**src/rtl/synth_pkg.sv**
```systemverilog
// Shared types, widths and the saturating adder used by the voice bank.
package synth_pkg;

  typedef enum logic [1:0] {
    IDLE   = 2'd0,
    SEARCH = 2'd1,
    APPLY  = 2'd2
  } voice_fsm_e;

  localparam int RATE_WIDTH = 24;
  localparam int NOTE_WIDTH = 7;
  localparam int ACC_WIDTH  = 32;

  // Adds two accumulator values and clamps the result to a signed sw-bit range.
  function automatic logic signed [ACC_WIDTH-1:0] sat_add(
    input logic signed [ACC_WIDTH-1:0] a,
    input logic signed [ACC_WIDTH-1:0] b,
    input int unsigned                 sw
  );
    logic signed [ACC_WIDTH:0] sum;
    logic signed [ACC_WIDTH:0] hi;
    logic signed [ACC_WIDTH:0] lo;
    sum = 33'(a) + 33'(b);
    hi  = (33'sd1 <<< (sw - 32'd1)) - 33'sd1;
    lo  = -hi - 33'sd1;
    if (sum > hi) begin
      sat_add = hi[ACC_WIDTH-1:0];
    end else if (sum < lo) begin
      sat_add = lo[ACC_WIDTH-1:0];
    end else begin
      sat_add = sum[ACC_WIDTH-1:0];
    end
  endfunction

endpackage

```
**src/rtl/phase_counter.sv**
```systemverilog
// Per-voice sample index generator: advances the index once every max(rate,1)
// cycles and wraps at max(wave_width,1).
module phase_counter #(
  parameter int WW_WIDTH = 18,
  parameter int RATE_W   = synth_pkg::RATE_WIDTH
) (
  input  logic                clk,
  input  logic                rst_n,
  input  logic                active,
  input  logic                restart,
  input  logic                width_update,
  input  logic [RATE_W-1:0]   rate,
  input  logic [WW_WIDTH-1:0] wave_width,
  output logic [WW_WIDTH-1:0] index
);
  import synth_pkg::*;

  logic [RATE_W-1:0]   cnt_r;
  logic [RATE_W-1:0]   rate_lim_s;
  logic [WW_WIDTH-1:0] index_r;
  logic [WW_WIDTH-1:0] width_lim_s;

  // Last count / last index before wrap, treating zero as one.
  always_comb begin
    rate_lim_s  = (rate == '0) ? '0 : rate - RATE_W'(1'b1);
    width_lim_s = (wave_width == '0) ? '0 : wave_width - WW_WIDTH'(1'b1);
  end

  // Idle, restarted and width-updated voices sit at index 0.
  always_ff @(posedge clk) begin
    if (!rst_n) begin
      cnt_r   <= '0;
      index_r <= '0;
    end else if (restart || width_update || !active) begin
      cnt_r   <= '0;
      index_r <= '0;
    end else if (cnt_r >= rate_lim_s) begin
      cnt_r   <= '0;
      index_r <= (index_r >= width_lim_s) ? '0 : index_r + WW_WIDTH'(1'b1);
    end else begin
      cnt_r   <= cnt_r + RATE_W'(1'b1);
    end
  end

  assign index = index_r;

endmodule

```
**src/rtl/voice_bank.sv**
```systemverilog
// Polyphonic voice bank: note-to-voice allocation, per-voice phase counters
// and a saturating mixer of the samples returned by the wave loader.
module voice_bank #(
  parameter int NUM_VOICES   = 4,
  parameter int WW_WIDTH     = 18,
  parameter int SAMPLE_WIDTH = 16,
  parameter int RATE_WIDTH   = synth_pkg::RATE_WIDTH,
  parameter int NOTE_WIDTH   = synth_pkg::NOTE_WIDTH,
  parameter int READ_LATENCY = 2
) (
  input  logic                                     clk_in,
  input  logic                                     rst_in,
  input  logic                                     note_valid_in,
  output logic                                     note_ready_out,
  input  logic                                     note_on_in,
  input  logic [NOTE_WIDTH-1:0]                    note_num_in,
  input  logic [RATE_WIDTH-1:0]                    rate_in,
  input  logic [WW_WIDTH-1:0]                      wave_width_in,
  input  logic                                     width_update_in,
  output logic [NUM_VOICES-1:0][WW_WIDTH-1:0]      sample_index_out,
  input  logic [NUM_VOICES-1:0][SAMPLE_WIDTH-1:0]  sample_data_in,
  output logic [NUM_VOICES-1:0]                    voice_active_out,
  output logic [SAMPLE_WIDTH-1:0]                  stream_out
);
  import synth_pkg::*;

  localparam int VIDX_W = (NUM_VOICES > 1) ? $clog2(NUM_VOICES) : 1;
  localparam int SUM_W  = SAMPLE_WIDTH + $clog2(NUM_VOICES);

  voice_fsm_e                  state_r, state_s;
  logic                        ready_r, accept_s;
  logic                        ev_on_r;
  logic [NOTE_WIDTH-1:0]       ev_note_r;
  logic [RATE_WIDTH-1:0]       ev_rate_r;
  logic [NUM_VOICES-1:0]       active_r, restart_s;
  logic [NOTE_WIDTH-1:0]       note_r [NUM_VOICES];
  logic [RATE_WIDTH-1:0]       rate_r [NUM_VOICES];
  logic [VIDX_W-1:0]           steal_r, match_idx_r, free_idx_r;
  logic [VIDX_W-1:0]           match_idx_s, free_idx_s, target_s;
  logic                        match_hit_r, free_hit_r, match_hit_s, free_hit_s;
  logic [NUM_VOICES-1:0]       act_dly_r [READ_LATENCY];
  logic signed [SUM_W-1:0]     sum_s;
  logic signed [ACC_WIDTH-1:0] mix_s;
  logic [SAMPLE_WIDTH-1:0]     stream_r;

  // Allocation FSM next state; an event is accepted only from IDLE.
  always_comb begin
    state_s  = state_r;
    accept_s = 1'b0;
    case (state_r)
      IDLE: begin
        if (note_valid_in) begin
          state_s  = SEARCH;
          accept_s = 1'b1;
        end else begin
          state_s  = IDLE;
        end
      end
      SEARCH:  state_s = APPLY;
      APPLY:   state_s = IDLE;
      default: state_s = IDLE;
    endcase
  end

  // FSM state and registered ready flag.
  always_ff @(posedge clk_in) begin
    if (!rst_in) begin
      state_r <= IDLE;
      ready_r <= 1'b1;
    end else begin
      state_r <= state_s;
      ready_r <= (state_s == IDLE);
    end
  end

  // Lowest matching active voice and lowest free voice (descending scan, lowest wins).
  always_comb begin
    match_hit_s = 1'b0;
    free_hit_s  = 1'b0;
    match_idx_s = '0;
    free_idx_s  = '0;
    for (int v = NUM_VOICES - 1; v >= 0; v--) begin
      match_hit_s = (active_r[v] && note_r[v] == ev_note_r) ? 1'b1 : match_hit_s;
      match_idx_s = (active_r[v] && note_r[v] == ev_note_r) ? VIDX_W'(v) : match_idx_s;
      free_hit_s  = (!active_r[v]) ? 1'b1 : free_hit_s;
      free_idx_s  = (!active_r[v]) ? VIDX_W'(v) : free_idx_s;
    end
  end

  // Voice chosen in APPLY and the phase restart it triggers.
  always_comb begin
    restart_s = '0;
    if (match_hit_r) begin
      target_s = match_idx_r;
    end else if (free_hit_r) begin
      target_s = free_idx_r;
    end else begin
      target_s = steal_r;
    end
    if (state_r == APPLY && (ev_on_r || match_hit_r)) begin
      restart_s[target_s] = 1'b1;
    end else begin
      restart_s = '0;
    end
  end

  // Event latch, search results and the voice table.
  always_ff @(posedge clk_in) begin
    if (!rst_in) begin
      ev_on_r     <= 1'b0;
      ev_note_r   <= '0;
      ev_rate_r   <= '0;
      match_hit_r <= 1'b0;
      free_hit_r  <= 1'b0;
      match_idx_r <= '0;
      free_idx_r  <= '0;
      steal_r     <= '0;
      active_r    <= '0;
      for (int v = 0; v < NUM_VOICES; v++) begin
        note_r[v] <= '0;
        rate_r[v] <= '0;
      end
    end else begin
      if (accept_s) begin
        ev_on_r   <= note_on_in;
        ev_note_r <= note_num_in;
        ev_rate_r <= rate_in;
      end
      if (state_r == SEARCH) begin
        match_hit_r <= match_hit_s;
        match_idx_r <= match_idx_s;
        free_hit_r  <= free_hit_s;
        free_idx_r  <= free_idx_s;
      end
      if (state_r == APPLY && ev_on_r) begin
        active_r[target_s] <= 1'b1;
        note_r[target_s]   <= ev_note_r;
        rate_r[target_s]   <= ev_rate_r;
        if (!match_hit_r && !free_hit_r) begin
          steal_r <= (steal_r == VIDX_W'(NUM_VOICES - 1)) ? '0 : steal_r + VIDX_W'(1'b1);
        end
      end else if (state_r == APPLY && match_hit_r) begin
        active_r[match_idx_r] <= 1'b0;
      end
    end
  end

  for (genvar v = 0; v < NUM_VOICES; v++) begin : g_voice
    phase_counter #(
      .WW_WIDTH (WW_WIDTH),
      .RATE_W   (RATE_WIDTH)
    ) u_phase (
      .clk          (clk_in),
      .rst_n        (rst_in),
      .active       (active_r[v]),
      .restart      (restart_s[v]),
      .width_update (width_update_in),
      .rate         (rate_r[v]),
      .wave_width   (wave_width_in),
      .index        (sample_index_out[v])
    );
  end

  // Active mask delayed to line up with the loader's returned samples.
  always_ff @(posedge clk_in) begin
    if (!rst_in) begin
      for (int i = 0; i < READ_LATENCY; i++) begin
        act_dly_r[i] <= '0;
      end
    end else begin
      act_dly_r[0] <= active_r;
      for (int i = 1; i < READ_LATENCY; i++) begin
        act_dly_r[i] <= act_dly_r[i-1];
      end
    end
  end

  // Full-precision sum of aligned-active samples, clamped once at the end.
  always_comb begin
    sum_s = '0;
    for (int v = 0; v < NUM_VOICES; v++) begin
      sum_s = sum_s + (act_dly_r[READ_LATENCY-1][v] ?
                       SUM_W'(signed'(sample_data_in[v])) : SUM_W'(1'b0));
    end
    mix_s = sat_add(ACC_WIDTH'(sum_s), 32'sd0, SAMPLE_WIDTH);
  end

  // Output stream register.
  always_ff @(posedge clk_in) begin
    if (!rst_in) begin
      stream_r <= '0;
    end else begin
      stream_r <= mix_s[SAMPLE_WIDTH-1:0];
    end
  end

  assign note_ready_out   = ready_r;
  assign voice_active_out = active_r;
  assign stream_out       = stream_r;

endmodule
```
**config.mk**
```make
export PLATFORM = sky130hd
export DESIGN_NAME = voice_bank
export DESIGN_NICKNAME = d
export VERILOG_FILES = /design/src/rtl/synth_pkg.sv /design/src/rtl/phase_counter.sv /design/src/rtl/voice_bank.sv
export SDC_FILE = /design/constraint.sdc
export NUM_CORES = 1
export LEC_CHECK = 0
export BUFFER_PORTS_ARGS = -buffer_cell sky130_fd_sc_hd__buf_2
export CORE_UTILIZATION = 55
export CTS_CLUSTER_DIAMETER = 120
export DETAILED_ROUTE_END_ITERATION = 10
export GPL_TIMING_DRIVEN = 0
export PLACE_DENSITY_LB_ADDON = 0.08
export SLEW_MARGIN = 0
export SYNTH_ARGS = -nofsm -noshare
export SYNTH_HDL_FRONTEND = slang
export SYNTH_HIERARCHICAL = 1
export SYNTH_SLANG_ARGS = --single-unit
```
**constraint.sdc**
```tcl
create_clock -name clk_in -period 6.4 [get_ports clk_in]
set_clock_uncertainty 0.2 [all_clocks]
set_input_delay 0.96 -clock clk_in [delete_from_list [all_inputs] [get_ports clk_in]]
set_output_delay 0.96 -clock clk_in [all_outputs]
set_load 0.02 [all_outputs]
```
; ---- Word level (Yosys, flattened, before mapping)
; Memories as Yosys holds them, arrays and structs flattened.
; Index checks and enable logic that the tools add are counted.
; W data, S select, Z words.
[word_totals]
register_bits = 231
mem_bits_rw = 132
in_bits = 118
output_inout_bits = 93
word_cells = 171
n_memories = 3
[classes]
add_sub_neg = 17
n_lt_le_gt_ge = 14
eq_ne = 7
n_mux = 58
n_bitwise = 6
n_reduce_logical = 45
[memory_table]
columns = name, words, word_bits, rd, rd_clocked_by_memory_dff, write_ports, line
row1 = rate_r, 4, 24, 4, 0, 4, voice_bank.sv:37  ; logic [RATE_WIDTH-1:0] rate_r [NUM_VOICES];
row2 = note_r, 4, 7, 4, 0, 4, voice_bank.sv:36  ; logic [NOTE_WIDTH-1:0] note_r [NUM_VOICES];
row3 = act_dly_r, 2, 4, 2, 0, 2, voice_bank.sv:41  ; logic [NUM_VOICES-1:0] act_dly_r [READ_LATENCY];
[ops]
columns = cell, count
row1 = $mux W18, 9
row2 = $mux W24, 5
row3 = $add A24 B1 Y24 const B, 4
row4 = $ge A24 B24 Y1, 4
row5 = $logic_not A24 Y1, 4
row6 = $sub A24 B1 Y24 const B, 4
row7 = $add A18 B1 Y18 const B, 4
row8 = $ge A18 B18 Y1, 4
row9 = $add A18 B18 Y18, 3
row10 = $eq A7 B7 Y1, 4
row11 = $mux W2, 13
row12 = $reduce_or A24 Y1, 1
row13 = $mux W1, 20
row14 = $mux W4, 5
row15 = $gt A18 B16 Y1 const B, 1
row16 = $logic_not A18 Y1, 1
row17 = $lt A18 B16 Y1 const B, 1
row18 = $sub A18 B1 Y18 const B, 1
row19 = $mux W16, 1
row20 = $mux W15, 1
row21 = $reduce_or A3 Y1, 4
row22 = $logic_and A1 B1 Y1, 10
row23 = $reduce_or A2 Y1, 5
row24 = $logic_or A1 B1 Y1, 9
row25 = other kinds (18), 29

; ---- Longest topological paths before layout
[depth]
ltp_word = 10
mapped_depth = 19
depth_no_buf = 17

; ---- Cells and area by module
; The synthesis kept the hierarchy.
[modules_own_cells]
columns = module, n_inst, cells_each, area_each_um2, seq_area_each_um2
row1 = voice_bank, 1, 926, 9754.4, 5144.9
row2 = phase_counter (g_voice[2].u_phase ...), 2, 475, 3621.0, 840.8
row3 = phase_counter (g_voice[1].u_phase), 1, 477, 3637.2, 840.8
row4 = phase_counter (g_voice[0].u_phase), 1, 464, 3595.9, 840.8

; ---- Worst setup path before layout
; No wires, ideal clock.
[synth_path]
path_type = in2reg
start = input port wave_width_in[1]
end = register g_voice[0].u_phase.index_r[2]
setup_ns = 0.075
arrival_time_ns = 4.566
required_ns = 6.125
setup_slack_ns = 1.559
path_stages = 13
n_path_buf = 0
path_cell_list = or3_4 or4_4 or3_4 or3_4 or3_1 mux2i_1 ha_1 a21oi_1 o21ai_0 nor4_1 a21oi_1 or4b_2 a31oi_1
[synth_between]
elab_chain_cells = 4
elab_cells_between_ends = 5
cone_classes = add/sub (1) / order compare (1) / mux (2) / reduce/logical (1)
[synth_rtl]
columns = item, line
row1 = from (decl), voice_bank.sv:18  ; input logic [WW_WIDTH-1:0] wave_width_in,
row2 = $sub A18 B1 Y18 / $logic_not A18 Y1 (equally long branches), phase_counter.sv:26  ; width_lim_s = (wave_width == '0) ? '0 : wave_width - WW_WIDTH'(1'b1);
row3 = $mux W18 *, phase_counter.sv:26
row4 = $ge A18 B18 Y1 *, phase_counter.sv:39  ; index_r <= (index_r >= width_lim_s) ? '0 : index_r + WW_WIDTH'(1'b1);
row5 = $mux W18 *, phase_counter.sv:39
row6 = to (signal assigned), phase_counter.sv:39
row7 = to (decl), phase_counter.sv:20  ; logic [WW_WIDTH-1:0] index_r;
; Every way passes the cells marked *; elsewhere a longest branch is shown, timed or not.
; A chain may end at the register's enable or synchronous reset.

==> results.json <==
{
  "antenna_found_initial": 0,
  "fmax_ghz": 0.179,
  "via_per_inst": 5.63,
  "via_count": 20800,
  "sw_frac_of_total_pct": 23.7,
  "yosysWarnings": 6,
  "cts_resized": 0,
  "first_global_vias": 19900,
  "die_h_microns": 212,
  "grt_overflow": 0,
  "slowest_stage": "or4b_2",
  "clkSinkCount": 363,
  "use_met2_pct": 46.7,
  "fin_crit_ps": 5570,
  "multiInputGateArea_sq_mm": 0.0150,
  "synth-async-reset-ratio_pct": 0,
  "dpl_cell_area_sq_mm": 0.0261,
  "combPwrFrac_pct": 6.6,
  "grtUsageMet1_pct": 36.6,
  "gp_congestion": 0.884,
  "routedWlPerCell_microns": 16.8,
  "cp_common_cell": "a31oi_1",
  "cp-endpoint": "g_voice[0].u_phase/index[2]$_SDFFE_PP0P_",
  "dp_hpwl_mm": 48.2,
  "drive_gt1_share_pct": 11.4,
  "slew_headroom_pct": 12.1,
  "io_buffers": 210,
  "syn_area_sq_mm": 0.0242,
  "crit_fanout": 10,
  "intPower_w": 0.00405,
  "critPathKind": "register to register",
  "numCtsBuffers": 41,
  "core_sq_mm": 0.0433,
  "clock_path_buffers": 3,
  "crit_cells": 16,
  "pwr-share-seq_pct": 46.7,
  "clkPwrFrac_pct": 46.8,
  "reg2reg_slack_ps": 830,
  "rr_worst_depth": 16,
  "final-max-slew-violation-count": 0,
  "grt_pass1_wl_mm": 100,
  "synth-edff-count": 124,
  "ys_seq_elements": 363,
  "fin_setup_tns_ps": 0,
  "num-fill-cells": 3687,
  "yosys-top-cells-area": "dfxtp_1 (20%), edfxtp_1 (15%), ha_1 (11%)",
  "grt.total_usage_pct": 27.7,
  "clock_latency_ps": 590,
  "cp_top_family": "simple AND/OR/NAND/NOR gates",
  "yosys.area.top_type_share_pct": 19.7,
  "busiest_layer": "met2",
  "crit_buf_inv": 1,
  "drv_cap": 0,
  "cp-end-kind": "register",
  "crit_path_start": "rate_r[0][14]$_SDFFCE_PN0P_",
  "use_met3_pct": 3.96,
  "fin_ws_ps": 828,
  "cts_root_buffer": "clkbuf_16",
  "routed_wl_mm": 62.0,
  "grt_start_max_net_pins": 32,
  "max_slew.worst_pin.slew_ps": 1310,
  "p_leak_nw": 11.6,
  "ys_seq_area_share_pct": 35.1,
  "cp_cell_sequence": "or4_1 -> nor4_1 -> nand2b_1 -> or2_2 -> nor3_1 -> nand3_1 -> clkbuf_1 -> nand2_1 -> ha_1 -> a21oi_1 -> o21a_1 -> a2111o_1 -> a31oi_1 -> nor2_1 -> or4b_2 -> a31oi_1",
  "rsz0062_at_grt": "no",
  "power.switching_w": 0.00125,
  "hold_ws_ps": 234,
  "core.rowCount": 76,
  "area.sequential_sq_mm": 0.00851,
  "crit_path_start_kind": "register",
  "synth_area_per_cell_sq_um": 8.60,
  "path_clk_slew_ps": 60,
  "final_cell_mix": "nand2_1 (393), nor2_1 (300), dfxtp_1 (239), buf_2 (229), ha_1 (206)",
  "setup_violations": 0,
  "cts_tree": "yes",
  "synth_flop_cell": "dfxtp_1",
  "cts_htree_levels": 2,
  "post-cts-setup-buffer-count": 0,
  "final_cell_count_no_fill": 3692,
  "hp-class": "register to register",
  "fin_nets": 3430,
  "postSynthCellCount": 2817,
  "vdd_drop_max_v": 0.000209,
  "critPathMaxStageDelay_ps": 720,
  "postCtsHoldBufs": 0,
  "rr_startpoint": "rate_r[0][14]$_SDFFCE_PN0P_",
  "drt-initial-drc-count": 1459,
  "final-hold-violation-count": 0,
  "drc_errors": 0,
  "pre_cts_ws_ps": 863,
  "postRouteAntennaNets": 0,
  "required_ps": 6680,
  "place_inst": 3615,
  "synth_fp_nets": 3174,
  "finalCritPeriodShare_pct": 87.1,
  "arrival_ps": 5850,
  "pin_count": 211,
  "synth_top_area_cell": "dfxtp_1",
  "ys_types": 80,
  "die_area_sq_mm": 0.0449,
  "die_w_microns": 212,
  "power_density_mw_per_mm2": 192,
  "final_common_cell": "nand2_1",
  "outcome": "finished, final reports clean",
  "area_growth_pct": 13.7,
  "start_util_pct": 56.0,
  "drt_pre_antenna_iters": 5,
  "r2r-end": "g_voice[0].u_phase/index[2]$_SDFFE_PP0P_",
  "design_area_sq_mm": 0.0276
}
-- power groups by stage --
stage                     combinational (W)  clock (W)  sequential [W]
after floorplan                    0.000213          0         0.00250
final                              0.000348    0.00248         0.00247
after global placement             0.000326          0         0.00253
after global routing               0.000390    0.00263         0.00248
after CTS                          0.000347    0.00253         0.00247
after detailed placement           0.000345          0         0.00252
-- Yosys cell counts (27+ instances only) --
cell type    n
nand2_1    393
nor2_1     300
dfxtp_1    239
ha_1       206
xor2_1     194
and2_1     159
a21oi_1    143
edfxtp_1   124
xnor2_1    109
inv_1       96
nand4_1     95
o21ai_0     93
nor3_1      76
clkbuf_1    72
and3_1      62
nand3_1     57
or3_1       34
fa_1        33
nor4_1      29
nand2b_1    27
-- cells by family after synthesis --
group	count (synthesis)	share of synthesized area (%)
buffers and inverters	197	3.27
adders and majority gates	239	13.4
muxes	12	0.501
and+or+nand+nor	1328	27.3
xor gates and xnor gates	304	11.0
AOI/OAI and AO/OA	374	9.48
DFF	363	35.1
-- flip-flops by register name (all words and copies together) (netlist names) --
name	cells
steal_r	2
free_idx_r	2
match_hit_r	1
rate_r	96
ev_rate_r	24
match_idx_r	2
act_dly_r	8
state_r	2
voice_active_out	4
ev_on_r	1
free_hit_r	1
g_voice.u_phase/cnt_r	96
stream_out	16
g_voice.u_phase/index	72
note_r	28
ev_note_r	7
note_ready_out	1
-- routing by layer --
layer	part of all wire, %	up-vias	wire length [microns]
met3	5.3	101	3280
met5	0	-	0
met4	2.5	0	1540
met2	47	578	29100
met1	45	9799	28100
li1	-	10300	-
-- worst min path at each step --
stage                          startpoint                          to  slack, ps  cells after the start
3_5_place_dp   act_dly_r[0][2]$_SDFF_PN0_  act_dly_r[0][6]$_SDFF_PN0_        220                      1
3_3_place_gp   act_dly_r[0][0]$_SDFF_PN0_  act_dly_r[0][4]$_SDFF_PN0_        220                      1
2_1_floorplan  act_dly_r[0][0]$_SDFF_PN0_  act_dly_r[0][4]$_SDFF_PN0_        210                      1
6_report       act_dly_r[0][2]$_SDFF_PN0_  act_dly_r[0][6]$_SDFF_PN0_        230                      1
4_1_cts        act_dly_r[0][2]$_SDFF_PN0_  act_dly_r[0][6]$_SDFF_PN0_        240                      1
5_1_grt        act_dly_r[0][2]$_SDFF_PN0_  act_dly_r[0][6]$_SDFF_PN0_        250                      1
-- metrics by stage --
| step | power [W] | utilization [%] |
|---|---|---|
| 2_1_floorplan | 0.00271 | - |
| 3_3_place_gp | 0.00285 | 60.1 |
| 3_5_place_dp | 0.00287 | 60.4 |
| 4_1_cts | 0.00535 | 63.7 |
| 5_1_grt | 0.00550 | 63.7 |
| 6_report | 0.00530 | 63.7 |
-- worst register-to-register path, cell delays in order, from the launching register on --
cell,delay [ps]
edfxtp_1,420
or4_1,600
nor4_1,300
nand2b_1,130
or2_2,330
nor3_1,210
nand3_1,210
clkbuf_1,290
nand2_1,130
ha_1,160
a21oi_1,70
o21a_1,200
a2111o_1,360
a31oi_1,710
nor2_1,270
or4b_2,720
a31oi_1,170
-- final cells by class --
type                       count  area share, %
timing repair buffer         213           4.04
sequential                   363           30.9
antenna                        1        0.00908
clock buffer                  54           4.01
tap                          585           2.66
multi-input combinational   2257           54.3
buffer                       101           1.57
clock inverter                22           1.22
inverter                      96           1.31
Note: power is estimated with default switching activity, not from simulation.
